===== config.mk =====
export PLATFORM = sky130hd
export DESIGN_NAME = usb_rx_line_decoder
export DESIGN_NICKNAME = d
export VERILOG_FILES = /design/src/rtl/usb_rx_line_decoder.sv
export SDC_FILE = /design/constraint.sdc
export NUM_CORES = 1
export LEC_CHECK = 0
export BUFFER_PORTS_ARGS = -buffer_cell sky130_fd_sc_hd__buf_2
export CAP_MARGIN = 5
export CORE_MARGIN = 4
export CORE_UTILIZATION = 47
export DETAILED_ROUTE_END_ITERATION = 10
export PLACE_DENSITY = 0.71
export RECOVER_POWER = 50
export SYNTH_ARGS = -nofsm -noshare
export SYNTH_HDL_FRONTEND = slang
export SYNTH_SLANG_ARGS = --single-unit

===== constraint.sdc =====
create_clock -name hi_clock -period 2.2 [get_ports hi_clock]
set_input_delay 0.11 -clock hi_clock [delete_from_list [all_inputs] [get_ports hi_clock]]
set_output_delay 0.11 -clock hi_clock [all_outputs]
set_load 0.005 [all_outputs]

===== src/rtl/usb_rx_line_decoder.sv =====
// Full-speed USB host-port receive front end: clock recovery, NRZI decode,
// SYNC detect, bit unstuffing, EOP detect and byte assembly.
// Optional build macro: USB_RX_STUFF_ERR_EN (flag a 1 in the stuff-bit slot).
module usb_rx_line_decoder #(
    parameter int OVERSAMPLE = 4,
    parameter int SYNC_MIN_Z = 5
) (
    input  logic       hi_clock,
    input  logic       reset,
    input  logic       rx_plus,
    input  logic       rx_minus,
    output logic [7:0] rx_data,
    output logic       rx_valid,
    output logic       rx_active,
    output logic       rx_error,
    output logic [1:0] line_state
);

    localparam int PW = (OVERSAMPLE > 1) ? $clog2(OVERSAMPLE) : 1;
    localparam logic [PW-1:0] TICK = PW'(OVERSAMPLE / 2 - 1);
    localparam logic [PW-1:0] LAST = PW'(OVERSAMPLE - 1);
    localparam logic [3:0] MINZ = 4'(SYNC_MIN_Z);

    localparam logic [1:0] LS_J   = 2'b10;
    localparam logic [1:0] LS_K   = 2'b01;
    localparam logic [1:0] LS_SE0 = 2'b00;
    localparam logic [1:0] LS_SE1 = 2'b11;

    typedef enum logic [2:0] {
        S_IDLE,
        S_SYNC,
        S_DATA,
        S_EOP,
        S_ERR
    } state_t;

    state_t        r_state;
    logic [PW-1:0] r_phase;
    logic [1:0]    r_line;
    logic          r_prev;
    logic [2:0]    r_ones;
    logic [3:0]    r_cnt;
    logic [2:0]    r_bitcnt;
    logic [7:0]    r_shift;
    logic          r_flag;
    logic          r_partial;
    logic [7:0]    r_data;
    logic          r_valid;
    logic          r_active;
    logic          r_error;

    logic w_edge;
    logic w_tick;
    logic w_jk;
    logic w_bit;

    // D+ change realigns the bit clock; decode is done on the registered line.
    assign w_edge = rx_plus ^ r_line[1];
    assign w_tick = (r_phase == TICK);
    assign w_jk   = r_line[1] ^ r_line[0];
    assign w_bit  = (r_line[1] == r_prev);

    assign rx_data    = r_data;
    assign rx_valid   = r_valid;
    assign rx_active  = r_active;
    assign rx_error   = r_error;
    assign line_state = r_line;

    // Register the line and run the phase counter that defines the sample tick.
    always_ff @(posedge hi_clock) begin
        if (reset) begin
            r_line  <= 2'b00;
            r_phase <= '0;
        end else begin
            r_line <= {rx_plus, rx_minus};
            if (w_edge || r_phase == LAST) begin
                r_phase <= '0;
            end else begin
                r_phase <= r_phase + 1'b1;
            end
        end
    end

    // NRZI reference level (1 = J), updated on every J/K sample.
    always_ff @(posedge hi_clock) begin
        if (reset) begin
            r_prev <= 1'b1;
        end else if (w_tick && w_jk) begin
            r_prev <= r_line[1];
        end
    end

    // Packet FSM with registered strobes; advances only on sample ticks.
    always_ff @(posedge hi_clock) begin
        if (reset) begin
            r_state   <= S_IDLE;
            r_ones    <= 3'd0;
            r_cnt     <= 4'd0;
            r_bitcnt  <= 3'd0;
            r_shift   <= 8'd0;
            r_flag    <= 1'b0;
            r_partial <= 1'b0;
            r_data    <= 8'd0;
            r_valid   <= 1'b0;
            r_active  <= 1'b0;
            r_error   <= 1'b0;
        end else begin
            r_valid <= 1'b0;
            r_error <= 1'b0;
            if (w_tick) begin
                unique case (r_state)
                    S_IDLE: begin
                        if (r_line == LS_K) begin
                            r_state <= S_SYNC;
                            r_cnt   <= 4'd1;
                        end
                    end
                    S_SYNC: begin
                        if (r_line == LS_SE1) begin
                            r_state <= S_ERR;
                            r_error <= 1'b1;
                            r_cnt   <= 4'd0;
                            r_flag  <= 1'b0;
                        end else if (r_line == LS_SE0) begin
                            r_state <= S_IDLE;
                        end else if (!w_bit) begin
                            if (r_cnt != 4'hF) begin
                                r_cnt <= r_cnt + 4'd1;
                            end
                        end else if (r_cnt >= MINZ) begin
                            r_state  <= S_DATA;
                            r_active <= 1'b1;
                            r_ones   <= 3'd0;
                            r_bitcnt <= 3'd0;
                            r_shift  <= 8'd0;
                        end else begin
                            r_state <= S_ERR;
                            r_error <= 1'b1;
                            r_cnt   <= 4'd0;
                            r_flag  <= 1'b0;
                        end
                    end
                    S_DATA: begin
                        if (r_line == LS_SE1) begin
                            r_state  <= S_ERR;
                            r_error  <= 1'b1;
                            r_active <= 1'b0;
                            r_cnt    <= 4'd0;
                            r_flag   <= 1'b0;
                        end else if (r_line == LS_SE0) begin
                            r_state   <= S_EOP;
                            r_flag    <= 1'b0;
                            r_partial <= (r_bitcnt != 3'd0);
                        end else if (r_ones == 3'd6) begin
`ifdef USB_RX_STUFF_ERR_EN
                            if (w_bit) begin
                                r_state  <= S_ERR;
                                r_error  <= 1'b1;
                                r_active <= 1'b0;
                                r_cnt    <= 4'd0;
                                r_flag   <= 1'b0;
                            end else begin
                                r_ones <= 3'd0;
                            end
`else
                            r_ones <= 3'd0;
`endif
                        end else begin
                            r_ones   <= w_bit ? r_ones + 3'd1 : 3'd0;
                            r_shift  <= {w_bit, r_shift[7:1]};
                            r_bitcnt <= r_bitcnt + 3'd1;
                            if (r_bitcnt == 3'd7) begin
                                r_data  <= {w_bit, r_shift[7:1]};
                                r_valid <= 1'b1;
                            end
                        end
                    end
                    S_EOP: begin
                        if (r_line == LS_SE0) begin
                            r_flag <= 1'b1;
                        end else if (r_line == LS_J && r_flag) begin
                            r_state  <= S_IDLE;
                            r_active <= 1'b0;
                            r_error  <= r_partial;
                        end else begin
                            r_state  <= S_ERR;
                            r_error  <= 1'b1;
                            r_active <= 1'b0;
                            r_cnt    <= 4'd0;
                            r_flag   <= 1'b0;
                        end
                    end
                    S_ERR: begin
                        r_active <= 1'b0;
                        if (r_line == LS_SE0) begin
                            r_flag <= 1'b1;
                            r_cnt  <= 4'd0;
                        end else if (r_line == LS_J) begin
                            if (r_flag || r_cnt == 4'd7) begin
                                r_state <= S_IDLE;
                                r_flag  <= 1'b0;
                                r_cnt   <= 4'd0;
                            end else begin
                                r_cnt <= r_cnt + 4'd1;
                            end
                        end else begin
                            r_flag <= 1'b0;
                            r_cnt  <= 4'd0;
                        end
                    end
                    default: begin
                        r_state <= S_IDLE;
                    end
                endcase
            end
        end
    end

endmodule


== Yosys cells after proc, flatten, opt, wreduce, memory -nomap -nowiden ==
Cells that the tools add are included.

* Input bits: 4
* Word-level logic and storage cells: 159
* Flip-flop bits (word level): 39
* Output and inout bits: 13

* Reduce and logical (&&, ||, !) cells: 21
* Equal/unequal tests: 37
* Add/subtract/negate cells: 4
* Bitwise gates (word level): 7
* Magnitude comparators: 1
* Muxes and demuxes: 75

{| class="wikitable"
|+ Operators by type and width
! operator !! number
|-
| $mux 3 || 23
|-
| $mux 8 || 7
|-
| $mux 4 || 12
|-
| $reduce_and 8->1 || 4
|-
| $ne 2x2->1 const B || 14
|-
| $mux 1 || 25
|-
| $ne 4x4->1 const B || 5
|-
| $pmux 4 s5 || 1
|-
| $reduce_and 9->1 || 2
|-
| $pmux 8 s2 || 1
|-
| $ne 3x3->1 const B || 5
|-
| $pmux 3 s5 || 1
|-
| $pmux 3 s2 || 2
|-
| $eq 3x3->1 const B || 3
|-
| $pmux 1 s4 || 2
|-
| $add 3x1->3 const B || 2
|-
| $eq 2x2->1 const B || 3
|-
| $eq 3x2->1 const B || 2
|-
| $reduce_and 6->1 || 1
|-
| $reduce_or 6->1 || 1
|-
| $not 1->1 || 5
|-
| $reduce_bool 5->1 || 1
|-
| $add 4x1->4 const B || 1
|-
| $eq 2x1->1 const B || 2
|-
| 16 further kinds || 20
|}

== Longest topological paths before layout ==
* Word-level depth: 6
* Mapped depth: 9
* Gate-level depth less buffers: 7

== Least setup slack after synthesis ==
Ideal clock, no wire load.

* Kind: register to register
* Start: reg r_line[1], in the netlist line_state[1]
* End: reg r_ones[2]
* Required time: 2.130 ns
* Setup time: 0.070 ns
* Path slack: 0.171 ns
* Buffers on the path: 2
* Stages on the path, launching flop included: 8
* Data arrival time: 1.958 ns
* Clock period less this slack: 2.029 ns
* Cells stage by stage: dfxtp_1 > buf_2 > inv_1 > ha_1 > or3_1 > buf_2 > or4_1 > a21oi_1

* Longest elaborated chain between the ends: 6
* Elaborated cells between the ends (all ways): 14
* Those cells by class: eq/ne: 7; mux: 5; reduce/logical: 2

{| class="wikitable"
|+ Ends and longest elaborated chain
! what !! line !! RTL
|-
| start: declaration || 39 || <nowiki>logic [1:0] r_line;</nowiki>
|-
| start signal: assignment || 75 || <nowiki>r_line <= {rx_plus, rx_minus};</nowiki>
|-
| $eq 1x1->1 || 61 || <nowiki>assign w_bit = (r_line[1] == r_prev);</nowiki>
|-
| $mux 3 || 169 || <nowiki>r_ones <= w_bit ? r_ones + 3'd1 : 3'd0;</nowiki>
|-
| $mux 3 || 154 || <nowiki>end else if (r_ones == 3'd6) begin</nowiki>
|-
| $mux 3 || 150 || <nowiki>end else if (r_line == LS_SE0) begin</nowiki>
|-
| $mux 3 || 144 || <nowiki>if (r_line == LS_SE1) begin</nowiki>
|-
| $pmux 3 s2 || 111 || <nowiki>unique case (r_state)</nowiki>
|-
| end signal: assignment || 169 ||
|-
| end: declaration || 41 || <nowiki>logic [2:0] r_ones;</nowiki>
|}

Several ways; a longest one is shown, not always the timed one. The select of a mux whose other input is x is not followed.
A chain may end at the register's enable or synchronous reset.

== Final worst setup path ==
* Start: reg r_state[0]
* End: reg r_cnt[2]

* Longest elaborated chain between the ends: 3
* Elaborated cells between the ends (all ways): 15
* Those cells by class: eq/ne: 11; mux: 1; reduce/logical: 3

{| class="wikitable"
|+ Ends and longest elaborated chain
! what !! line !! RTL
|-
| start: declaration || 37 || <nowiki>state_t r_state;</nowiki>
|-
| start signal: assignment || 96 || <nowiki>r_state <= S_IDLE;</nowiki>
|-
| start signal: assignment || 114 || <nowiki>r_state <= S_SYNC;</nowiki>
|-
| start signal: assignment || 120 || <nowiki>r_state <= S_ERR;</nowiki>
|-
| $eq 3x1->1, or another cell as far along || 111 ||
|-
| $ne 4x4->1 (no source line), or another cell as far along || - ||
|-
| $reduce_and 9->1 (no source line) || - ||
|-
| end signal: assignment || 128 || <nowiki>r_cnt <= r_cnt + 4'd1;</nowiki>
|-
| end signal: assignment || 204 || <nowiki>r_cnt <= r_cnt + 4'd1;</nowiki>
|-
| end: declaration || 42 || <nowiki>logic [3:0] r_cnt;</nowiki>
|}

Several ways; a longest one is shown, not always the timed one.

==> out/metrics.cfg <==
[floorplanning]
fp.coreArea_um2=4474
die_y_um=77.09
row_count=24
io_pins=17
start_util_pct=50.14
die_x_um=77.09
die_area_um2=5943

[clock_tree]
path_clk_slew_ns=0.08
insertion_delay_ns=0.29
htree_levels=2
numCtsBuffers=5
cts_max_path_buffers=2
cts_hold_buf=0
cts_tree=done
cts_root_buffer=clkbuf_8
clkSinkCount=38

[critical_path]
path_delay_family=simple AND/OR/NAND/NOR gates
crit_fanout=16
cpMostUsedCell=nand2_1
cp-start-kind=register
path_cells=or4b_1 -> nand2b_1 -> nand2_1 -> nand2_1 -> a311oi_1
critPathMaxStageDelay_ns=0.65
worstPathRequired_ns=2.40
end_kind=register
crit_buf_inv=0
arrival_ns=2.26
crit_type=reg -> reg
cpMaxStageDelayCell=dfxtp_1

[finish]
multi_input_area_um2=1364
diodes=0
final_net_count=308
design_area_um2=2524
synthToLayoutAreaGrowth_pct=12.49
layout-drive-gt1-share_pct=14.83
register_area_um2=762.0
nFillCells=422

[global_route]
grt_pass1_wl_um=8355
antenna_found_initial=0
grt_pass1_vias=1814
grt_max_degree=43
gr-usage-all-layers_pct=16.76
overflow=0

[sta]
tns_ns=0
rsz0062_at_grt=no
clock_skew_ns=0.01079
max_slew_margin_pct=49.60
setup_violations=0
max_freq_mhz=487.2
finalHoldViolCount=0
min_period_ns=2.052
max_slew.worst_pin.slew_ns=0.7561
report.final.slew_viol_count=0
min_period_over_period_pct=93.29

[logic_synthesis]
yosys.cell_types.count=52
syn_avg_cell_area_um2=8.402
synth_nets=286
synth_area_um2=2243
synth_seq_cells=38
async_flop_share_pct=0
ys_seq_area_share_pct=33.91
synth_edf_count=0
synthCells=267
ys.flop_type=dfxtp_1
yosys_warnings=0

[job]
max_cap_viol_count=0

[routing]
dr.pass1.iters=4
post_drt_wl_per_cell_um=14.17
via_per_inst=5.833
ant_nets=0
wl_um=4847
vias=1995
route.detailed.drc=0
initialDrtViolationCount=100

[place]
place_hpwl_um=3444
post_dp_cell_area_um2=2427
gp_congestion=0.8730
numPortBuffers=16

[hold_path]
hp-class=in -> reg

[power_and_ir_drop]
peakVddDrop_v=0.0003713
p_per_area_nw_per_um2=530.2
power.leakage_nw=0.9658

[status]
status=complete, no violations

## Yosys cell counts (3+ instances only)
cell type	number	area share, %
dfxtp_1	38	34
a21oi_1	27	6.0
nor2_1	25	4.2
ha_1	15	8.4
o21ai_0	15	3.3
inv_1	12	2.0
nand2_1	11	1.8
nand4_1	11	3.1
clkbuf_1	9	1.5
mux2i_1	9	4.0
nand2b_1	8	2.2
nor3_1	7	1.6
nor2b_1	6	1.7
buf_2	5	1.1
nand3_1	5	1.1
or3_1	5	1.4
buf_4	4	1.3
nand4b_1	4	1.6
o31ai_1	4	1.3
nand3b_1	3	1.0
nor4_1	3	0.84
o211ai_1	3	1.0
or4_1	3	1.0
## registers in the layout, summed over array words and instances (netlist names)
register and count:
r_cnt 4, line_state 2, r_prev 1, rx_active 1, rx_valid 1, r_shift 7, r_bitcnt 3, r_phase 2
rx_data 8, r_ones 3, rx_error 1, r_state 3, r_partial 1, r_flag 1
## through the flow
stage          total power [mW]  util [%]  worst slack, ns  cells  hold WS, ns
2_1_floorplan            0.8073         -           0.1712    267       0.2382
3_3_place_gp             0.8476     54.25           0.1815    334       0.3188
3_5_place_dp             0.8500     54.25           0.1101    334       0.3294
4_1_cts                   1.351     56.38          0.09783    342      0.03036
5_1_grt                   1.399     56.40        0.0003622    342      0.04002
6_report                  1.338     56.40           0.1476    342      0.03340
## timing repair
action / CTS / global route
gates resized for setup: 0 / 4
endpoints found under the setup margin: 0 / 6
buffers inserted: 0 / 0
## final cells by class
cell class | count | share of cell area (%)
inverters | 12 | 1.785
well taps | 52 | 2.578
clock inverters | 2 | 0.4958
clock buffers | 6 | 3.272
flip-flops and latches | 38 | 30.19
repair buffers | 33 | 7.635
multi-input cells | 199 | 54.04
## cells by family after synthesis
logic type | synth area share, %
AO/OA/AOI/OAI | 19.63
XOR/XNOR | 1.171
adder cells (fa/ha/maj) | 8.366
buffers and inverters | 5.967
flip-flops | 33.91
multiplexers | 5.020
AND/OR/NAND/NOR | 25.93
## where the power goes
group          internal [mW]  switching, mW
clock                  0.252          0.249
sequential             0.695        0.00991
combinational         0.0529         0.0793
total                   1.00          0.338
## final timing paths
check / start / end / slack, ns / cells after the start
setup reg to reg: r_state[0] / r_cnt[2] / 0.15 / 5
hold reg to reg: r_phase[0] / r_phase[0] / 0.46 / 1
hold / removal: rx_minus / line_state[0] / 0.03 / 2
setup / recovery: r_state[0] / r_cnt[2] / 0.15 / 5
## placed cells by master (no fill, tap or decap), drive strengths merged, types with 2 or more instances in the layout
master   instances
mux2             2
inv             12
nand4b           4
o31ai            4
or4              3
o211ai           3
mux2i            9
nor4b            2
nand4           11
nor3             7
a311oi           2
nand3b           3
nor2b            7
dfxtp           38
a31oi            2
or3              5
nand2           11
nor2            25
clkbuf          15
nor4             3
nand3            5
buf             24
nand2b           9
a21oi           27
xor2             2
o21ai           15
o2111ai          2
a21boi           2
ha              15
## routing by layer
| metal | vias to the layer above | routed length (um) | track usage, % |
|---|---|---|---|
| met4 | 0 | 62 | 5.872 |
| met5 | - | 0 | 0 |
| met2 | 55 | 2206 | 26.74 |
| li1 | 1014 | - | - |
| met1 | 919 | 2355 | 23.03 |
| met3 | 7 | 223 | 2.459 |
Power figures use the tool's default switching activity.
